**config.mk**
```make
export PLATFORM = sky130hd
export DESIGN_NAME = alu_exec_stage_flat
export DESIGN_NICKNAME = d
export VERILOG_FILES = /design/src/rtl/alu_exec_stage_if.sv /design/src/rtl/alu_exec_stage.sv /design/src/flat_wrapper.sv
export SDC_FILE = /design/constraint.sdc
export NUM_CORES = 1
export LEC_CHECK = 0
export CAP_MARGIN = 20
export CORE_ASPECT_RATIO = 1.25
export CORE_MARGIN = 1
export CORE_UTILIZATION = 40
export DETAILED_ROUTE_END_ITERATION = 16
export HOLD_SLACK_MARGIN = 0.12
export PLACE_DENSITY = 0.67
export SETUP_SLACK_MARGIN = 0.05
export SLEW_MARGIN = 20
export SYNTH_ARGS = -nofsm -noshare
export SYNTH_HDL_FRONTEND = slang
export SYNTH_SLANG_ARGS = --single-unit
```
**constraint.sdc**
```tcl
create_clock -name clk -period 5.7 [get_ports clk]
set_input_delay 0.57 -clock clk [delete_from_list [all_inputs] [get_ports clk]]
set_output_delay 0.57 -clock clk [all_outputs]
set_load 0.05 [all_outputs]
```
**src/rtl/alu_exec_stage_if.sv**
```systemverilog
// ---------------------------------------------------------------------------
// alu_exec_stage_if
// Bundle of the operand/function handshake and the result handshake used by
// the Y86-64 execute stage.
//   upstream  : in_valid, in_ready, alu_fun, val_a, val_b, set_cc, cond_fun,
//               flush
//   downstream: out_valid, out_ready, val_e, cond_out, cc_out
//               (+ out_err when ALU_EXEC_ERR_EN is defined)
// Modports: master = the surrounding pipeline / bench, slave = the stage.
// Optional feature macro: ALU_EXEC_ERR_EN adds out_err.
// ---------------------------------------------------------------------------
interface alu_exec_stage_if #(
  parameter int W = 64
);
  logic         in_valid;
  logic         in_ready;
  logic [3:0]   alu_fun;
  logic [W-1:0] val_a;
  logic [W-1:0] val_b;
  logic         set_cc;
  logic [3:0]   cond_fun;
  logic         flush;
  logic         out_valid;
  logic         out_ready;
  logic [W-1:0] val_e;
  logic         cond_out;
  logic [2:0]   cc_out;
`ifdef ALU_EXEC_ERR_EN
  logic         out_err;

  modport master (
    output in_valid, alu_fun, val_a, val_b, set_cc, cond_fun, flush, out_ready,
    input  in_ready, out_valid, val_e, cond_out, cc_out, out_err
  );

  modport slave (
    input  in_valid, alu_fun, val_a, val_b, set_cc, cond_fun, flush, out_ready,
    output in_ready, out_valid, val_e, cond_out, cc_out, out_err
  );
`else
  modport master (
    output in_valid, alu_fun, val_a, val_b, set_cc, cond_fun, flush, out_ready,
    input  in_ready, out_valid, val_e, cond_out, cc_out
  );

  modport slave (
    input  in_valid, alu_fun, val_a, val_b, set_cc, cond_fun, flush, out_ready,
    output in_ready, out_valid, val_e, cond_out, cc_out
  );
`endif
endinterface

```
**src/rtl/alu_exec_stage.sv**
```systemverilog
// ---------------------------------------------------------------------------
// alu_exec_stage
// Registered Y86-64 execute stage. Accepts one operand/function transaction
// per cycle on a valid/ready handshake, returns result, condition outcome and
// owns the condition-code register {ZF,SF,OF}.
// Ports:
//   clk   - rising-edge clock
//   rst_n - asynchronous active-low reset
//   bus   - alu_exec_stage_if.slave (operand handshake in, result out)
// Optional feature macro: ALU_EXEC_ERR_EN adds registered out_err, high for
// an unknown alu_fun (4-15) or cond_fun (7-15).
// ---------------------------------------------------------------------------
module alu_exec_stage #(
  parameter int W = 64
) (
  input  logic              clk,
  input  logic              rst_n,
  alu_exec_stage_if.slave   bus
);

  localparam logic [2:0] CC_RESET = 3'b100;

  function automatic logic signed [W-1:0] alu_result(
    input logic [3:0]          fun,
    input logic signed [W-1:0] a,
    input logic signed [W-1:0] b
  );
    logic signed [W-1:0] t;
    case (fun)
      4'd0:    t = b + a;
      4'd1:    t = b - a;
      4'd2:    t = b & a;
      4'd3:    t = b ^ a;
      default: t = '0;
    endcase
    return t;
  endfunction

  // Returns {ZF,SF,OF}; overflow only meaningful for add/sub.
  function automatic logic [2:0] alu_flags(
    input logic [3:0]          fun,
    input logic signed [W-1:0] a,
    input logic signed [W-1:0] b,
    input logic signed [W-1:0] t
  );
    logic zf;
    logic sf;
    logic of;
    zf = (t == '0);
    sf = t[W-1];
    case (fun)
      4'd0:    of = (a[W-1] == b[W-1]) && (t[W-1] != a[W-1]);
      4'd1:    of = (a[W-1] != b[W-1]) && (t[W-1] != b[W-1]);
      default: of = 1'b0;
    endcase
    return {zf, sf, of};
  endfunction

  function automatic logic cond_eval(
    input logic [2:0] cc,
    input logic [3:0] cf
  );
    logic zf;
    logic lt;
    logic c;
    zf = cc[2];
    lt = cc[1] ^ cc[0];
    case (cf)
      4'd0:    c = 1'b1;
      4'd1:    c = lt | zf;
      4'd2:    c = lt;
      4'd3:    c = zf;
      4'd4:    c = !zf;
      4'd5:    c = !lt;
      4'd6:    c = !lt && !zf;
      default: c = 1'b0;
    endcase
    return c;
  endfunction

  logic signed [W-1:0] w_a_p0;
  logic signed [W-1:0] w_b_p0;
  logic signed [W-1:0] w_res_p0;
  logic [2:0]          w_flags_p0;
  logic                w_cond_p0;
  logic                w_fun_ok_p0;
  logic                w_in_ready;
  logic                w_accept;

  logic                r_vld_p1;
  logic signed [W-1:0] r_val_e_p1;
  logic                r_cond_p1;
  logic [2:0]          r_cc;
`ifdef ALU_EXEC_ERR_EN
  logic                r_err_p1;
`endif

  // ---- stage p0: combinational execute on the offered transaction ----
  assign w_a_p0      = bus.val_a;
  assign w_b_p0      = bus.val_b;
  assign w_res_p0    = alu_result(bus.alu_fun, w_a_p0, w_b_p0);
  assign w_flags_p0  = alu_flags(bus.alu_fun, w_a_p0, w_b_p0, w_res_p0);
  // Condition uses the CC as it stands before this op can update it.
  assign w_cond_p0   = cond_eval(r_cc, bus.cond_fun);
  assign w_fun_ok_p0 = (bus.alu_fun < 4'd4);

  // Output slot is free when empty or being drained this cycle; flush blocks
  // any accept so a flushed cycle never sneaks a new op in.
  assign w_in_ready = !bus.flush && (!r_vld_p1 || bus.out_ready);
  assign w_accept   = bus.in_valid && w_in_ready;

  // ---- stage p1: result register and architectural CC ----
  always_ff @(posedge clk or negedge rst_n) begin
    if (!rst_n) begin
      r_vld_p1   <= 1'b0;
      r_val_e_p1 <= '0;
      r_cond_p1  <= 1'b0;
      r_cc       <= CC_RESET;
`ifdef ALU_EXEC_ERR_EN
      r_err_p1   <= 1'b0;
`endif
    end else if (bus.flush) begin
      r_vld_p1 <= 1'b0;
    end else if (w_accept) begin
      r_vld_p1   <= 1'b1;
      r_val_e_p1 <= w_res_p0;
      r_cond_p1  <= w_cond_p0;
`ifdef ALU_EXEC_ERR_EN
      r_err_p1   <= !w_fun_ok_p0 || (bus.cond_fun > 4'd6);
`endif
      if (bus.set_cc && w_fun_ok_p0) begin
        r_cc <= w_flags_p0;
      end
    end else if (bus.out_ready) begin
      r_vld_p1 <= 1'b0;
    end
  end

  assign bus.in_ready  = w_in_ready;
  assign bus.out_valid = r_vld_p1;
  assign bus.val_e     = r_val_e_p1;
  assign bus.cond_out  = r_cond_p1;
  assign bus.cc_out    = r_cc;
`ifdef ALU_EXEC_ERR_EN
  assign bus.out_err   = r_err_p1;
`endif

endmodule

```
**src/flat_wrapper.sv**
```systemverilog
// flat-port wrapper written by rule: the top's interface ports become plain ports
module alu_exec_stage_flat 
#(
  parameter int W = 64
)
  (clk, rst_n, bus_in_valid, bus_alu_fun, bus_val_a, bus_val_b, bus_set_cc, bus_cond_fun, bus_flush, bus_out_ready, bus_in_ready, bus_out_valid, bus_val_e, bus_cond_out, bus_cc_out);
  alu_exec_stage_if #(.W(W)) bus_i ();
  input  logic clk;
  input  logic rst_n;
  input wire logic [$bits(bus_i.in_valid)-1:0] bus_in_valid;
  input wire logic [$bits(bus_i.alu_fun)-1:0] bus_alu_fun;
  input wire logic [$bits(bus_i.val_a)-1:0] bus_val_a;
  input wire logic [$bits(bus_i.val_b)-1:0] bus_val_b;
  input wire logic [$bits(bus_i.set_cc)-1:0] bus_set_cc;
  input wire logic [$bits(bus_i.cond_fun)-1:0] bus_cond_fun;
  input wire logic [$bits(bus_i.flush)-1:0] bus_flush;
  input wire logic [$bits(bus_i.out_ready)-1:0] bus_out_ready;
  output wire logic [$bits(bus_i.in_ready)-1:0] bus_in_ready;
  output wire logic [$bits(bus_i.out_valid)-1:0] bus_out_valid;
  output wire logic [$bits(bus_i.val_e)-1:0] bus_val_e;
  output wire logic [$bits(bus_i.cond_out)-1:0] bus_cond_out;
  output wire logic [$bits(bus_i.cc_out)-1:0] bus_cc_out;
  assign bus_i.in_valid = bus_in_valid;
  assign bus_i.alu_fun = bus_alu_fun;
  assign bus_i.val_a = bus_val_a;
  assign bus_i.val_b = bus_val_b;
  assign bus_i.set_cc = bus_set_cc;
  assign bus_i.cond_fun = bus_cond_fun;
  assign bus_i.flush = bus_flush;
  assign bus_i.out_ready = bus_out_ready;
  assign bus_in_ready = bus_i.in_ready;
  assign bus_out_valid = bus_i.out_valid;
  assign bus_val_e = bus_i.val_e;
  assign bus_cond_out = bus_i.cond_out;
  assign bus_cc_out = bus_i.cc_out;
  alu_exec_stage #(.W(W)) u_core (.clk(clk), .rst_n(rst_n), .bus(bus_i));
endmodule
```
==> run summary <==
Max-Cap Viols -> 0
Most common cell in the netlist -> nand2_1
FMAX -> 0.184 GHz
CP Buf/Inv Count -> 2
Library cells used by synthesis -> 84
# hold bufs at CTS -> 0
GPL Wtd Cong -> 0.960
Synthesized area -> 11000 sq um
CP max stage delay -> 0.56 ns
Clock slew at reported path FFs -> 0.06 ns
Top_reg_cell synth -> dfrtp_1
Layout fillers -> 2467
Initial antenna violation count -> 0
P_leak -> 0.00759 uW
Vias in the first global route -> 13800
First-pass DRT Iterations -> 8
Worst-path cell chain -> clkdlybuf4s50_1, or4_4, or3_4, or3_1, buf_4, or2_2, o21ai_0, xor2_1, ha_1, a21oi_1, nand2_1, a21oi_1, o21bai_1, nor2_1, a41oi_2, xnor2_1, o211ai_1, or4_1, nor4_2, a22o_1
Die span in y -> 187 um
Nature of the critical path startpoint -> input pin
EDFF count, synth -> 0
Layout cells sized above 1 -> 0.281
Ant diodes -> 0
TritonCTS clock tree -> yes
CP Data Arrival Time -> 5.71 ns
Largest area contributor in the netlist -> dfrtp_1
Worst Max-Slew Pin Slew -> 1.03 ns
Clock sink count -> 69
DR WL/cell -> 21.4 um
Critical path type -> in2reg
Port buffer count -> 211
Initial Utilization -> 0.408
Cells after Synth -> 1472
Asr flop ratio synth -> 1.00
CTS Root Cell -> clkbuf_16
Bufs on Longest Clock Path -> 2
Worst slew margin -> 0.314
Placed Cells -> 2329
Status -> complete, no violations
Post-route ant nets -> 0
Worst path required time -> 5.98 ns
Overflow after GRT -> 0
Synth top area cells -> dfrtp_1 (16%), ha_1 (15%), nand2_1 (6.2%)
End-of-flow core utilization -> 0.630
Post-synthesis sequential area ratio -> 0.158
Final #Nets -> 2280
Worst skew pair latency -> 0.34 ns
CP max-delay cell -> or4_1
Worst path top cell family by delay -> simple AND/OR/NAND/NOR gates
Syn_nets -> 1743
H-Tree Depth -> 3
Most used cell, CP -> a21oi_1
Core area -> 26900 sq um
Tcrit/Tclk final -> 0.952
Non-filler instance count after layout -> 2359
Setup-failing EPs final -> 0
PD cells -> 184 nW/um^2
CTS Buf Count -> 9
Die area -> 28100 sq um
Final hold vios -> 0
Final Max Tran Viols -> 0
Critical path capture point type -> flop
Vias -> 13800
Worst Path Max Fanout -> 6
Min Tclk post-route -> 5.43 ns
Die Width -> 150 um
Synth Warn # -> 0
Crit path depth -> 20
Yosys top cell area share -> 0.155
Area of the multi-input gates -> 9220 sq um
Area grow syn2layout -> 54.5%
First-iteration detailed-routing DRC count -> 710
Drt total wl -> 50500 um
Largest net degree at the start of global routing -> 84
Top cells by instance count after synthesis -> nand2_1 (182), a21oi_1 (134), nor2_1 (132)
Detailed placement HPWL -> 41700 um
DRC viols -> 0
Synthesis-stage register bit count -> 69
Hold slack -> 0.458 ns
First-pass GRT wire length -> 75500 um
Gr usage total -> 0.352
Vias per cell -> 5.84
Worst Reg2Reg Path Length in Cells -> 12
Worst hold path type -> in2async
Boundary Pins -> 212
Site row count -> 67
Worst vdd ir -> 0.161 mV
Power, Total -> 3120 uW
Avg Cell Area, Syn -> 7.45 sq um
Register area -> 1730 sq um
Clock Skew -> 0.00492 ns
-- power by group --
part	switching (uW)	internal [uW]	total (uW)
combinational	1100	865	1960
clock	228	343	570
sequential	38.1	548	586
-- area by class of cell --
class | instances | area share
Tap cell | 345 | 0.0255
Inverter | 28 | 0.00620
Sequential cell | 69 | 0.102
Timing Repair Buffer | 616 | 0.305
Multi-Input combinational cell | 1285 | 0.544
Clock buffer | 10 | 0.0135
Clock inverter | 6 | 0.00421
-- cell families after synthesis --
family                     synth area share
adders and majority gates             0.148
buffers and inverters                0.0471
and+or+nand+nor                       0.232
muxes                                0.0792
AOI/OAI and AO/OA                     0.255
DFF                                   0.158
xor gates and xnor gates             0.0815
-- routing by layer --
metal	track usage	vias up	routed length [um]
li1	-	6558	-
met2	0.655	480	26400
met1	0.361	6552	17900
met5	0	-	0
met3	0.0361	185	2070
met4	0.251	0	4130
-- stage by stage --
stage | TNS [ns] | setup slack, ns | area (sq um)
2_1_floorplan | 0 | 0.106 | 11000
3_3_place_gp | -1.53 | -0.628 | 16000
3_5_place_dp | -2.63 | -0.732 | 16000
4_1_cts | 0 | 0.0548 | 16400
5_1_grt | -0.0243 | -0.0243 | 16900
6_report | 0 | 0.272 | 16900
-- layout by cell type, fill, tap and decap left out, drive strengths merged, types with 35 or more instances in the layout --
cell type,instances
a21oi,134
buf,407
clkdlybuf4s50,209
dfrtp,68
ha,128
mux2i,53
nand2,183
nand4,49
nor2,133
nor3,35
o21ai,107
xnor2,61
xor2,41
-- repair_timing --
item                                   4_1_cts  5_1_grt
setup endpoints to repair                    4        6
setup buffers                                1       13
pin swaps                                    3       32
resized for setup                           23       88
endpoints found under the hold margin        0        0
-- state kept, by name, summed over array words and instances, names as in the netlist --
signal                cells
u_core.bus.val_e         64
u_core.bus.cc_out         3
u_core.bus.cond_out       1
u_core.bus.out_valid      1
-- worst paths after layout --
kind / from / end / slack [ns]
worst min register to register: u_core.bus.val_e[25] / u_core.bus.val_e[25] / 0.48
min in group clk: u_core.bus.val_e[25] / u_core.bus.val_e[25] / 0.48
worst min-delay path: rst_n / u_core.bus.val_e[9] / 0.46
worst max register to register: u_core.bus.out_valid / u_core.bus.cc_out[2] / 2.85
max in group asynchronous: rst_n / u_core.bus.cc_out[0] / 4.65
worst max-delay path: bus_val_a[48] / u_core.bus.cc_out[2] / 0.27
Note: power is estimated with default switching activity, not from simulation.
